[src/rtl/game_sequencer.sv]
`default_nettype none
// ============================================================================
// Module      : game_sequencer
// Description : Frame-rate ball-and-paddle game controller. Owns ball
//               position and velocity, both scores and the
//               IDLE/SERVE/PLAY/SCORE/GAME_OVER sequence. Advances once per
//               frame_tick, and all outputs are registered.
// Revision    : 1.0 - initial release
// ----------------------------------------------------------------------------
// Ports
//   clk         : system clock
//   rst         : asynchronous reset, active low
//   frame_tick  : one-cycle pulse per frame, at the start of vertical blanking
//   start       : begins a game from IDLE or GAME_OVER
//   mode        : 00 tennis, 01 football, 10 squash, 11 practice
//   bat_size    : paddle half-height is 35 when 1, 25 when 0
//   p1_y, p2_y  : paddle centre rows
//   ball_x/y    : ball centre (the 8x8 ball spans centre-4 .. centre+3)
//   p1/p2_score : scores, saturating at 31
//   state       : 0 IDLE, 1 SERVE, 2 PLAY, 3 SCORE, 4 GAME_OVER
//   game_over   : high while in GAME_OVER
// Configuration
//   GAME_SEQUENCER_SPEEDUP_EN : when defined, every 4th paddle hit in a rally
//                               adds 1 to the ball speed, up to 6.
// ============================================================================
module game_sequencer #(
  parameter int WIN_SCORE    = 11,
  parameter int SERVE_FRAMES = 60,
  parameter int SCORE_FRAMES = 90,
  parameter int BALL_SPEED   = 2
) (
  input  logic        clk,
  input  logic        rst,
  input  logic        frame_tick,
  input  logic        start,
  input  logic [1:0]  mode,
  input  logic        bat_size,
  input  logic [10:0] p1_y,
  input  logic [10:0] p2_y,
  output logic [10:0] ball_x,
  output logic [10:0] ball_y,
  output logic [4:0]  p1_score,
  output logic [4:0]  p2_score,
  output logic [2:0]  state,
  output logic        game_over
);

  typedef enum logic [2:0] {
    ST_IDLE      = 3'd0,
    ST_SERVE     = 3'd1,
    ST_PLAY      = 3'd2,
    ST_SCORE     = 3'd3,
    ST_GAME_OVER = 3'd4
  } state_t;

  localparam int CNT_MAX = (SERVE_FRAMES > SCORE_FRAMES) ? SERVE_FRAMES : SCORE_FRAMES;
  localparam int CNT_W   = $clog2(CNT_MAX + 1);

  localparam logic [CNT_W-1:0] c_serve_last = CNT_W'(SERVE_FRAMES - 1);
  localparam logic [CNT_W-1:0] c_score_last = CNT_W'(SCORE_FRAMES - 1);
  localparam logic [2:0]       c_ball_speed = 3'(BALL_SPEED);
  localparam logic [4:0]       c_win_score  = 5'(WIN_SCORE);
  localparam logic [10:0]      c_centre_x   = 11'd320;
  localparam logic [10:0]      c_centre_y   = 11'd240;

  state_t           r_state;
  logic [10:0]      r_ball_x;
  logic [10:0]      r_ball_y;
  logic [4:0]       r_p1_score;
  logic [4:0]       r_p2_score;
  logic             r_game_over;
  logic             r_dx;          // 1 = moving right (+)
  logic             r_dy;          // 1 = moving down (+)
  logic             r_serve_dx;    // direction of the next serve in two-player modes
  logic             r_serve_dy;    // alternates on every serve
  // Modes 00 and 01 share identical rules, so only the single-player bit of
  // the latched mode affects behaviour.
  logic             r_single;
  logic [CNT_W-1:0] r_frame_cnt;
  logic [2:0]       w_speed;

`ifdef GAME_SEQUENCER_SPEEDUP_EN
  logic [2:0]       r_speed;
  logic [1:0]       r_hit_cnt;
  logic             w_hit;
  assign w_speed = r_speed;
`else
  assign w_speed = c_ball_speed;
`endif

  // Paddle overlap test, done in 13-bit signed so py-size cannot wrap.
  function automatic logic overlap(input logic [10:0] by, input logic [10:0] py,
                                   input logic big);
    logic signed [12:0] size;
    logic signed [12:0] b;
    logic signed [12:0] p;
    size = big ? 13'sd35 : 13'sd25;
    b    = $signed({2'b00, by});
    p    = $signed({2'b00, py});
    return ((b + 13'sd4) > (p - size)) && ((b - 13'sd4) < (p + size));
  endfunction

  function automatic logic [4:0] sat_inc(input logic [4:0] s);
    return (s == 5'd31) ? 5'd31 : s + 5'd1;
  endfunction

  logic [11:0]        w_step;
  logic signed [11:0] w_bx;
  logic signed [11:0] w_by;
  logic signed [11:0] w_nx;
  logic signed [11:0] w_ny;
  logic               w_ov1;
  logic               w_ov2;
  logic               w_p1_hit;
  logic               w_p2_hit;
  logic               w_fwd_hit;
  logic [4:0]         w_p1_inc;
  logic [4:0]         w_p2_inc;

  assign w_step    = {9'd0, w_speed};
  assign w_bx      = $signed({1'b0, r_ball_x});
  assign w_by      = $signed({1'b0, r_ball_y});
  assign w_nx      = r_dx ? (w_bx + $signed(w_step)) : (w_bx - $signed(w_step));
  assign w_ny      = r_dy ? (w_by + $signed(w_step)) : (w_by - $signed(w_step));
  assign w_ov1     = overlap(r_ball_y, p1_y, bat_size);
  assign w_ov2     = overlap(r_ball_y, p2_y, bat_size);
  assign w_p1_hit  = !r_dx && (w_bx >= 12'sd50) && (w_nx < 12'sd50) && w_ov1;
  assign w_p2_hit  =  r_dx && (w_bx <= 12'sd590) && (w_nx > 12'sd590) && w_ov2;
  assign w_fwd_hit =  r_dx && (w_bx <= 12'sd480) && (w_nx > 12'sd480) && w_ov1;
  assign w_p1_inc  = sat_inc(r_p1_score);
  assign w_p2_inc  = sat_inc(r_p2_score);

`ifdef GAME_SEQUENCER_SPEEDUP_EN
  assign w_hit = r_single ? w_fwd_hit : (w_p1_hit || w_p2_hit);
`endif

  // Result of one PLAY frame. Wall and paddle/score effects are independent,
  // so both are applied when they coincide.
  logic [10:0] w_next_x;
  logic [10:0] w_next_y;
  logic        w_next_dx;
  logic        w_next_dy;
  logic [4:0]  w_next_p1;
  logic [4:0]  w_next_p2;
  logic        w_next_serve_dx;
  state_t      w_next_state;

  always_comb begin
    w_next_x        = w_nx[10:0];
    w_next_y        = w_ny[10:0];
    w_next_dx       = r_dx;
    w_next_dy       = r_dy;
    w_next_p1       = r_p1_score;
    w_next_p2       = r_p2_score;
    w_next_serve_dx = r_serve_dx;
    w_next_state    = ST_PLAY;

    if (w_ny < 12'sd30) begin
      w_next_y  = 11'd30;
      w_next_dy = 1'b1;
    end else if (w_ny > 12'sd450) begin
      w_next_y  = 11'd450;
      w_next_dy = 1'b0;
    end

    if (!r_single) begin
      if (w_p1_hit) begin
        w_next_x  = 11'd50;
        w_next_dx = 1'b1;
      end else if (w_p2_hit) begin
        w_next_x  = 11'd590;
        w_next_dx = 1'b0;
      end
      // The next serve goes toward whoever lost the point.
      if (w_nx <= 12'sd24) begin
        w_next_p2       = w_p2_inc;
        w_next_serve_dx = 1'b0;
        w_next_state    = (w_p2_inc == c_win_score) ? ST_GAME_OVER : ST_SCORE;
      end else if (w_nx >= 12'sd616) begin
        w_next_p1       = w_p1_inc;
        w_next_serve_dx = 1'b1;
        w_next_state    = (w_p1_inc == c_win_score) ? ST_GAME_OVER : ST_SCORE;
      end
    end else begin
      if (w_nx < 12'sd30) begin
        w_next_x  = 11'd30;
        w_next_dx = 1'b1;
      end else if (w_fwd_hit) begin
        w_next_x  = 11'd480;
        w_next_dx = 1'b0;
        w_next_p1 = w_p1_inc;
      end
      if (w_nx >= 12'sd616) begin
        w_next_state = ST_GAME_OVER;
      end
    end
  end

  always_ff @(posedge clk or negedge rst) begin
    if (!rst) begin
      r_state     <= ST_IDLE;
      r_ball_x    <= c_centre_x;
      r_ball_y    <= c_centre_y;
      r_p1_score  <= 5'd0;
      r_p2_score  <= 5'd0;
      r_game_over <= 1'b0;
      r_dx        <= 1'b1;
      r_dy        <= 1'b1;
      r_serve_dx  <= 1'b1;
      r_serve_dy  <= 1'b1;
      r_single    <= 1'b0;
      r_frame_cnt <= '0;
`ifdef GAME_SEQUENCER_SPEEDUP_EN
      r_speed     <= c_ball_speed;
      r_hit_cnt   <= 2'd0;
`endif
    end else begin
      case (r_state)
        // start takes priority over a coincident frame_tick here.
        ST_IDLE, ST_GAME_OVER: begin
          if (start) begin
            r_state     <= ST_SERVE;
            r_p1_score  <= 5'd0;
            r_p2_score  <= 5'd0;
            r_single    <= mode[1];
            r_ball_x    <= c_centre_x;
            r_ball_y    <= c_centre_y;
            r_frame_cnt <= '0;
            r_game_over <= 1'b0;
`ifdef GAME_SEQUENCER_SPEEDUP_EN
            r_speed     <= c_ball_speed;
            r_hit_cnt   <= 2'd0;
`endif
          end
        end

        ST_SERVE: begin
          if (frame_tick) begin
            if (r_frame_cnt == c_serve_last) begin
              r_state     <= ST_PLAY;
              r_frame_cnt <= '0;
              r_dx        <= r_single ? 1'b0 : r_serve_dx;
              r_dy        <= r_serve_dy;
              r_serve_dy  <= ~r_serve_dy;
            end else begin
              r_frame_cnt <= r_frame_cnt + CNT_W'(1);
            end
          end
        end

        ST_PLAY: begin
          if (frame_tick) begin
            r_ball_x    <= w_next_x;
            r_ball_y    <= w_next_y;
            r_dx        <= w_next_dx;
            r_dy        <= w_next_dy;
            r_p1_score  <= w_next_p1;
            r_p2_score  <= w_next_p2;
            r_serve_dx  <= w_next_serve_dx;
            r_state     <= w_next_state;
            r_game_over <= (w_next_state == ST_GAME_OVER);
            r_frame_cnt <= '0;
`ifdef GAME_SEQUENCER_SPEEDUP_EN
            if (w_hit) begin
              r_hit_cnt <= r_hit_cnt + 2'd1;
              if ((r_hit_cnt == 2'd3) && (r_speed < 3'd6)) begin
                r_speed <= r_speed + 3'd1;
              end
            end
`endif
          end
        end

        ST_SCORE: begin
          if (frame_tick) begin
            if (r_frame_cnt == c_score_last) begin
              r_state     <= ST_SERVE;
              r_frame_cnt <= '0;
              r_ball_x    <= c_centre_x;
              r_ball_y    <= c_centre_y;
`ifdef GAME_SEQUENCER_SPEEDUP_EN
              r_speed     <= c_ball_speed;
              r_hit_cnt   <= 2'd0;
`endif
            end else begin
              r_frame_cnt <= r_frame_cnt + CNT_W'(1);
            end
          end
        end

        default: r_state <= ST_IDLE;
      endcase
    end
  end

  assign ball_x    = r_ball_x;
  assign ball_y    = r_ball_y;
  assign p1_score  = r_p1_score;
  assign p2_score  = r_p2_score;
  assign state     = r_state;
  assign game_over = r_game_over;

endmodule
`default_nettype wire

[config.mk]
export PLATFORM = sky130hd
export DESIGN_NAME = game_sequencer
export DESIGN_NICKNAME = d
export VERILOG_FILES = /design/src/rtl/game_sequencer.sv
export SDC_FILE = /design/constraint.sdc
export NUM_CORES = 1
export LEC_CHECK = 0
export ABC_AREA = 0
export CORE_MARGIN = 4
export CORE_UTILIZATION = 30
export CTS_BUF_LIST = sky130_fd_sc_hd__clkbuf_8
export DETAILED_ROUTE_END_ITERATION = 8
export PLACE_DENSITY = 0.52
export SLEW_MARGIN = 20
export SYNTH_ARGS = -nofsm -noshare
export SYNTH_HDL_FRONTEND = slang
export SYNTH_SLANG_ARGS = --single-unit
[constraint.sdc]
create_clock -name clk -period 3.8 [get_ports clk]
set_input_delay 0.38 -clock clk [delete_from_list [all_inputs] [get_ports clk]]
set_output_delay 0.38 -clock clk [all_outputs]
set_load 0.05 [all_outputs]
Word level (Yosys, flattened, before mapping)
Cells that the tools add are included.
Widths: inputs -> output; s select.

word-level totals
  bits in latches = 0
  memories kept = 0
  bits in writable memories = 0
  register bits after elaboration = 48
  memory bits (read-only) = 0

cells by class
  multiplexer cells = 75
  eq/ne operators = 26
  reductions and logical operators = 30
  $add $sub $neg = 13
  $mul = 0
  magnitude comparators = 15
  shift-type cells = 0
  bitwise logic cells = 2
  divide/modulo/power cells = 0

operators by type and width
  operator               number
  $mux 11                15
  $pmux 11 s3            2
  $mux 5                 12
  $mux 7                 6
  $mux 3                 12
  $pmux 7 s4             1
  $lt 12x13->1           2
  $add 11x2->12 const B  2
  $gt 12x10->1 const B   2
  $lt 12x6->1 const B    2
  $mux 12                2
  $sub 11x2->12 const B  2
  $pmux 5 s2             2
  $reduce_and 5->1       4
  $mux 1                 18
  $ne 2x2->1 const B     8
  $ne 3x3->1 const B     5
  $add 12x13->13         1
  $gt 13x12->1           1
  $gt 13x13->1           1
  $sub 12x13->13         1
  $add 11x3->12 const B  1
  $add 11x6->12          1
  $ge 12x11->1 const B   1
  other kinds (34)       57

Logic depth before layout (Yosys ltp)
  depth in word-level cells = 10
  gate-level depth with buffers = 21

Worst setup path after synthesis
OpenSTA, ideal clock, no wires.

  path type = input to register
  start = in bat_size
  end = reg r_dx
  data required time = 3716 ps
  slack = -304 ps
  data arrival time = 4020 ps
  buffers on the path = 0
  stages on the path = 19
  path through = inv_1 > ha_1 > a211oi_1 > nor2_1 > nor2_1 > nor2_1 > nor2_1 > nor2b_1 > nor3_1 > nand2_1 > xor2_1 > ha_1 > nand4_1 > o311ai_0 > o21ai_0 > a32oi_1 > o2111ai_2 > a32o_2 > a311o_1

between the ends
  word-level cells in the longest chain between the ends = 9
  elaborated cells between the ends (all ways) = 21
  classes of those cells = 4 x add/sub; 4 x order compare; 2 x eq/ne; 5 x mux; 6 x reduce/logical

RTL lines
  what                                                     RTL line  text
  from (decl)                                              37        input logic bat_size,
  $mux 6 (*)                                               97        size = big ? 13'sd35 : 13'sd25;
  $sub 12x13->13 / $add 12x13->13 (equally long branches)  100       return ((b + 13'sd4) > (p - size)) && ((b - 13'sd4) < (p + size));
  $gt 13x13->1 / $lt 12x13->1 (equally long branches)      100
  $logic_and 1x1->1                                        100
  $logic_and 1x1->1                                        127       assign w_p1_hit = !r_dx && (w_bx >= 12'sd50) && (w_nx < 12'sd50) && w_ov1;
  $mux 1                                                   167       if (w_p1_hit) begin
  $mux 1                                                   166       if (!r_single) begin
  $mux 1                                                   252       if (frame_tick) begin
  $pmux 1 s2                                               218       case (r_state)
  to (signal assigned)                                     242       r_dx <= r_single ? 1'b0 : r_serve_dx;
  to (signal assigned)                                     255       r_dx <= w_next_dx;
  to (decl)                                                72        logic r_dx;

Every way passes the cells marked *; elsewhere a longest branch is shown, timed or not. The select of a mux whose other input is x is not followed.
A chain may end at the register's enable or synchronous reset.

Worst setup path in the final report
  start = in bat_size
  end = reg r_ball_x[10], in the netlist ball_x[10]

between the ends
  word-level cells in the longest chain between the ends = 10
  elaborated cells between the ends (all ways) = 21
  classes of those cells = 4 x add/sub; 4 x order compare; 8 x mux; 5 x reduce/logical

RTL lines
  what                                         RTL line  text
  $mux 6 (*)                                   97
  $sub 12x13->13 (tied with other cells)       100
  $gt 13x13->1 (tied with other cells)         100
  $logic_and 1x1->1                            100
  $logic_and 1x1->1, on equally long branches  129, 128
  $mux 11, on equally long branches            188, 170
  $mux 11, on equally long branches            185, 167
  $mux 11 (*)                                  166
  $mux 11 (*)                                  252
  $pmux 11 s3 (*)                              218
  to (signal assigned)                         202       r_ball_x <= c_centre_x;
  to (signal assigned)                         226       r_ball_x <= c_centre_x;
  to (signal assigned)                         253       r_ball_x <= w_next_x;
  to (decl)                                    67        logic [10:0] r_ball_x;

Marks and branches as above.

==> flow_summary.json <==
{
  "power_density_nw_per_um2": 278.3,
  "crit_required_ns": 4.00,
  "io_pins": 65,
  "cp_slowest_cell": "or4b_4",
  "p_leak_nw": 3.634,
  "ff_latch_area_um2": 1164,
  "wire_per_inst_um": 15.11,
  "clock.fmax_ghz": 0.2569,
  "grt_pass1_vias": 5932,
  "h-tree-depth": 2,
  "synth.distinct_cells": 87,
  "vias_per_cell": 5.101,
  "routabilityCongestion": 0.8635,
  "holdWs_ns": 0.4304,
  "cts-root-buf": "clkbuf_8",
  "worstPathArrival_ns": 4.09,
  "end_kind": "flip-flop",
  "die_x_um": 150.3,
  "maxCapViolCount": 0,
  "worstMarginPinSlew_ns": 0.6109,
  "grt_max_degree": 40,
  "hp-class": "in2async",
  "syn_area_per_cell_um2": 8.233,
  "yosys_warnings": 0,
  "clkLatencyLatePin_ns": 0.30,
  "ys_async_sr_fraction": 1.000,
  "fin_util": 0.4237,
  "multi_input_area_um2": 4918,
  "setup_viol": 9,
  "antenna_found_initial": 0,
  "worst_slack_ns": -0.09278,
  "ant_nets": 0,
  "final-hold-violation-count": 0,
  "path_class": "in2reg",
  "max_stage_delay_ns": 0.51,
  "synth-seq-cells": 46,
  "grt_use_total": 0.1594,
  "crit_path_max_fanout": 3,
  "hpwl_um": 14360,
  "final_cell_mix": "buf_4, ha_1, nor2_1, clkdlybuf4s50_1",
  "syn_inst": 738,
  "start_util": 0.3081,
  "crit_buf_inv": 5,
  "clkSlewWorstSetupHoldPaths_ns": 0.09,
  "period_share": 1.024,
  "failed_checks": "negative setup slack",
  "syn_area_um2": 6076,
  "ys.flop_type": "dfrtp_1",
  "die_area_um2": 22590,
  "crit_path_cell_trace": "buf_8, clkinvlp_4, buf_6, buf_6, fa_2, inv_2, a31oi_4, o21ba_4, o21bai_4, nand3_2, xor2_1, ha_2, o21ai_1, o21ai_1, a21oi_2, a211oi_4, or4b_4, a211o_1, a32o_2, a32o_2",
  "synth-edff-count": 0,
  "fin_crit_ns": 3.893,
  "clockBufferDepth": 2,
  "cts_buffers": 5,
  "port-buffer-count": 61,
  "dr.pass1.iters": 5,
  "setup_total_negative_slack_ns": -0.4754,
  "ys_seq_area_frac": 0.1915,
  "antenna_cells": 0,
  "overflow": 0,
  "grt_util_met3": 0.01746,
  "grt_pass1_wl_um": 29970,
  "routed_wirelength_um": 17940,
  "drt_iter0_drc": 290,
  "areaGrowthSynthToFinish_pct": 37.50,
  "use_met1": 0.2316,
  "vias": 6055,
  "rsz0062_at_grt": "true",
  "grt-busiest-layer": "met2",
  "max-vdd-ir-drop_mv": 0.1637,
  "final_common_cell": "buf_4",
  "fin_nets": 1042,
  "cts_tree": "yes",
  "row_count": 51,
  "instances_no_fill": 1187,
  "cts_num_sinks": 46,
  "drv_slew": 0,
  "nFillCells": 1969,
  "maxSlewHeadroom": 0.5900,
  "place_ws_ns": -0.9241,
  "status": "complete, but fails checks",
  "drive_gt1_frac": 0.2603,
  "die_h_um": 150.3,
  "crit_path_start_kind": "primary input",
  "dp_cells": 1166,
  "cpLargestDelayFamily": "compound AO/OA/AOI/OAI gates",
  "core_um2": 19720,
  "drcViolationCount": 0,
  "use_met2": 0.2586,
  "skew_ns": 0.01014
}
[Yosys cell counts, drive strengths merged, types with 4 or more instances]
library cell / instances / share of area
a211oi: 9 / 0.013
a21o: 14 / 0.017
a21oi: 53 / 0.044
a22oi: 5 / 0.0062
a31oi: 10 / 0.011
a41oi: 6 / 0.0099
and2: 8 / 0.0086
and3: 9 / 0.010
and4: 4 / 0.0060
buf: 7 / 0.0082
clkbuf: 20 / 0.014
dfrtp: 36 / 0.15
dfstp: 10 / 0.043
fa: 6 / 0.020
ha: 86 / 0.18
inv: 38 / 0.023
mux2i: 5 / 0.0082
nand2: 47 / 0.029
nand2b: 13 / 0.013
nand3: 23 / 0.019
nand3b: 5 / 0.0062
nand4: 11 / 0.011
nor2: 66 / 0.041
nor2b: 8 / 0.0082
nor3: 15 / 0.014
nor4: 11 / 0.012
o21a: 7 / 0.0086
o21ai: 53 / 0.044
o21bai: 6 / 0.0074
o22a: 6 / 0.0086
o31ai: 9 / 0.016
or3: 4 / 0.0041
or4b: 4 / 0.0066
xnor2: 38 / 0.055
xor2: 25 / 0.036
[sequential cells by signal, indices dropped and copies added, names as in the netlist]
register and flops:
r_single 1, state 3, p2_score 5, p1_score 5, r_dx 1, r_frame_cnt 7
game_over 1, r_serve_dx 1, ball_x 10, r_dy 1, ball_y 10, r_serve_dy 1
[kinds of logic after synthesis]
| group | after synthesis | share of synthesized area |
|---|---|---|
| adder cells (fa/ha/maj) | 92 | 0.1969 |
| AO/OA/AOI/OAI | 218 | 0.2477 |
| other | 1 | 0.0006172 |
| buffers and inverters | 65 | 0.04572 |
| XOR/XNOR | 63 | 0.09082 |
| multiplexers | 8 | 0.01380 |
| flip-flops | 46 | 0.1915 |
| AND/OR/NAND/NOR | 245 | 0.2129 |
[worst reg2reg max path, stage by stage (launching register included)]
cell	delay, ns
dfstp_2	0.53
inv_1	0.22
ha_1	0.42
a211oi_4	0.31
o31ai_4	0.13
buf_4	0.15
o21ai_0	0.34
xnor2_1	0.21
a311oi_1	0.43
nand4b_1	0.23
a31o_4	0.25
mux2_2	0.35
[layer usage]
metal  up-vias  part of all wire  routed length [µm]
met5         -                 0                   0
met4         0             0.013                 242
met3        20             0.045                 809
met2       120              0.45                8063
met1      2824              0.49                8825
li1       3091                 -                   -
[timing repair]
item	CTS	global route
hold endpoints to repair	7	0
setup endpoints to repair	16	16
hold buffers	1	0
pin swaps	43	27
setup buffers	11	1
resized for setup	45	27
[layout make-up]
cell class,instances,area share
clock buffer,6,0.009885
inverter,38,0.01752
timing repair buffer,202,0.2034
multi-input combinational,628,0.5887
tap,265,0.03969
clock inverter,2,0.001498
sequential,46,0.1393
[power by group]
group / leakage, nW / internal [mW] / switching (mW)
sequential: 0.560 / 0.564 / 0.0861
combinational: 3.03 / 0.618 / 0.741
clock: 0.0472 / 0.146 / 0.170
[worst paths after layout]
kind                                  from           to  slack [ns]  cells past startpoint
worst min register to register  r_serve_dy   r_serve_dy        0.49                      1
worst max register to register        r_dx  p1_score[1]        0.13                     11
min in group clk                r_serve_dy   r_serve_dy        0.49                      1
max in group asynchronous              rst         r_dx        2.62                      3
worst max-delay path              bat_size   ball_x[10]       -0.09                     20
worst min-delay path                   rst  p1_score[1]        0.43                      2
[through the flow]
step	power, mW	cell area, µm²
floorplan	1.453	6176
global placement	1.951	7938
detailed placement	1.951	7938
CTS	2.317	8252
global route	2.521	8354
finish	2.325	8354
Note: power is estimated with default switching activity, not from simulation.
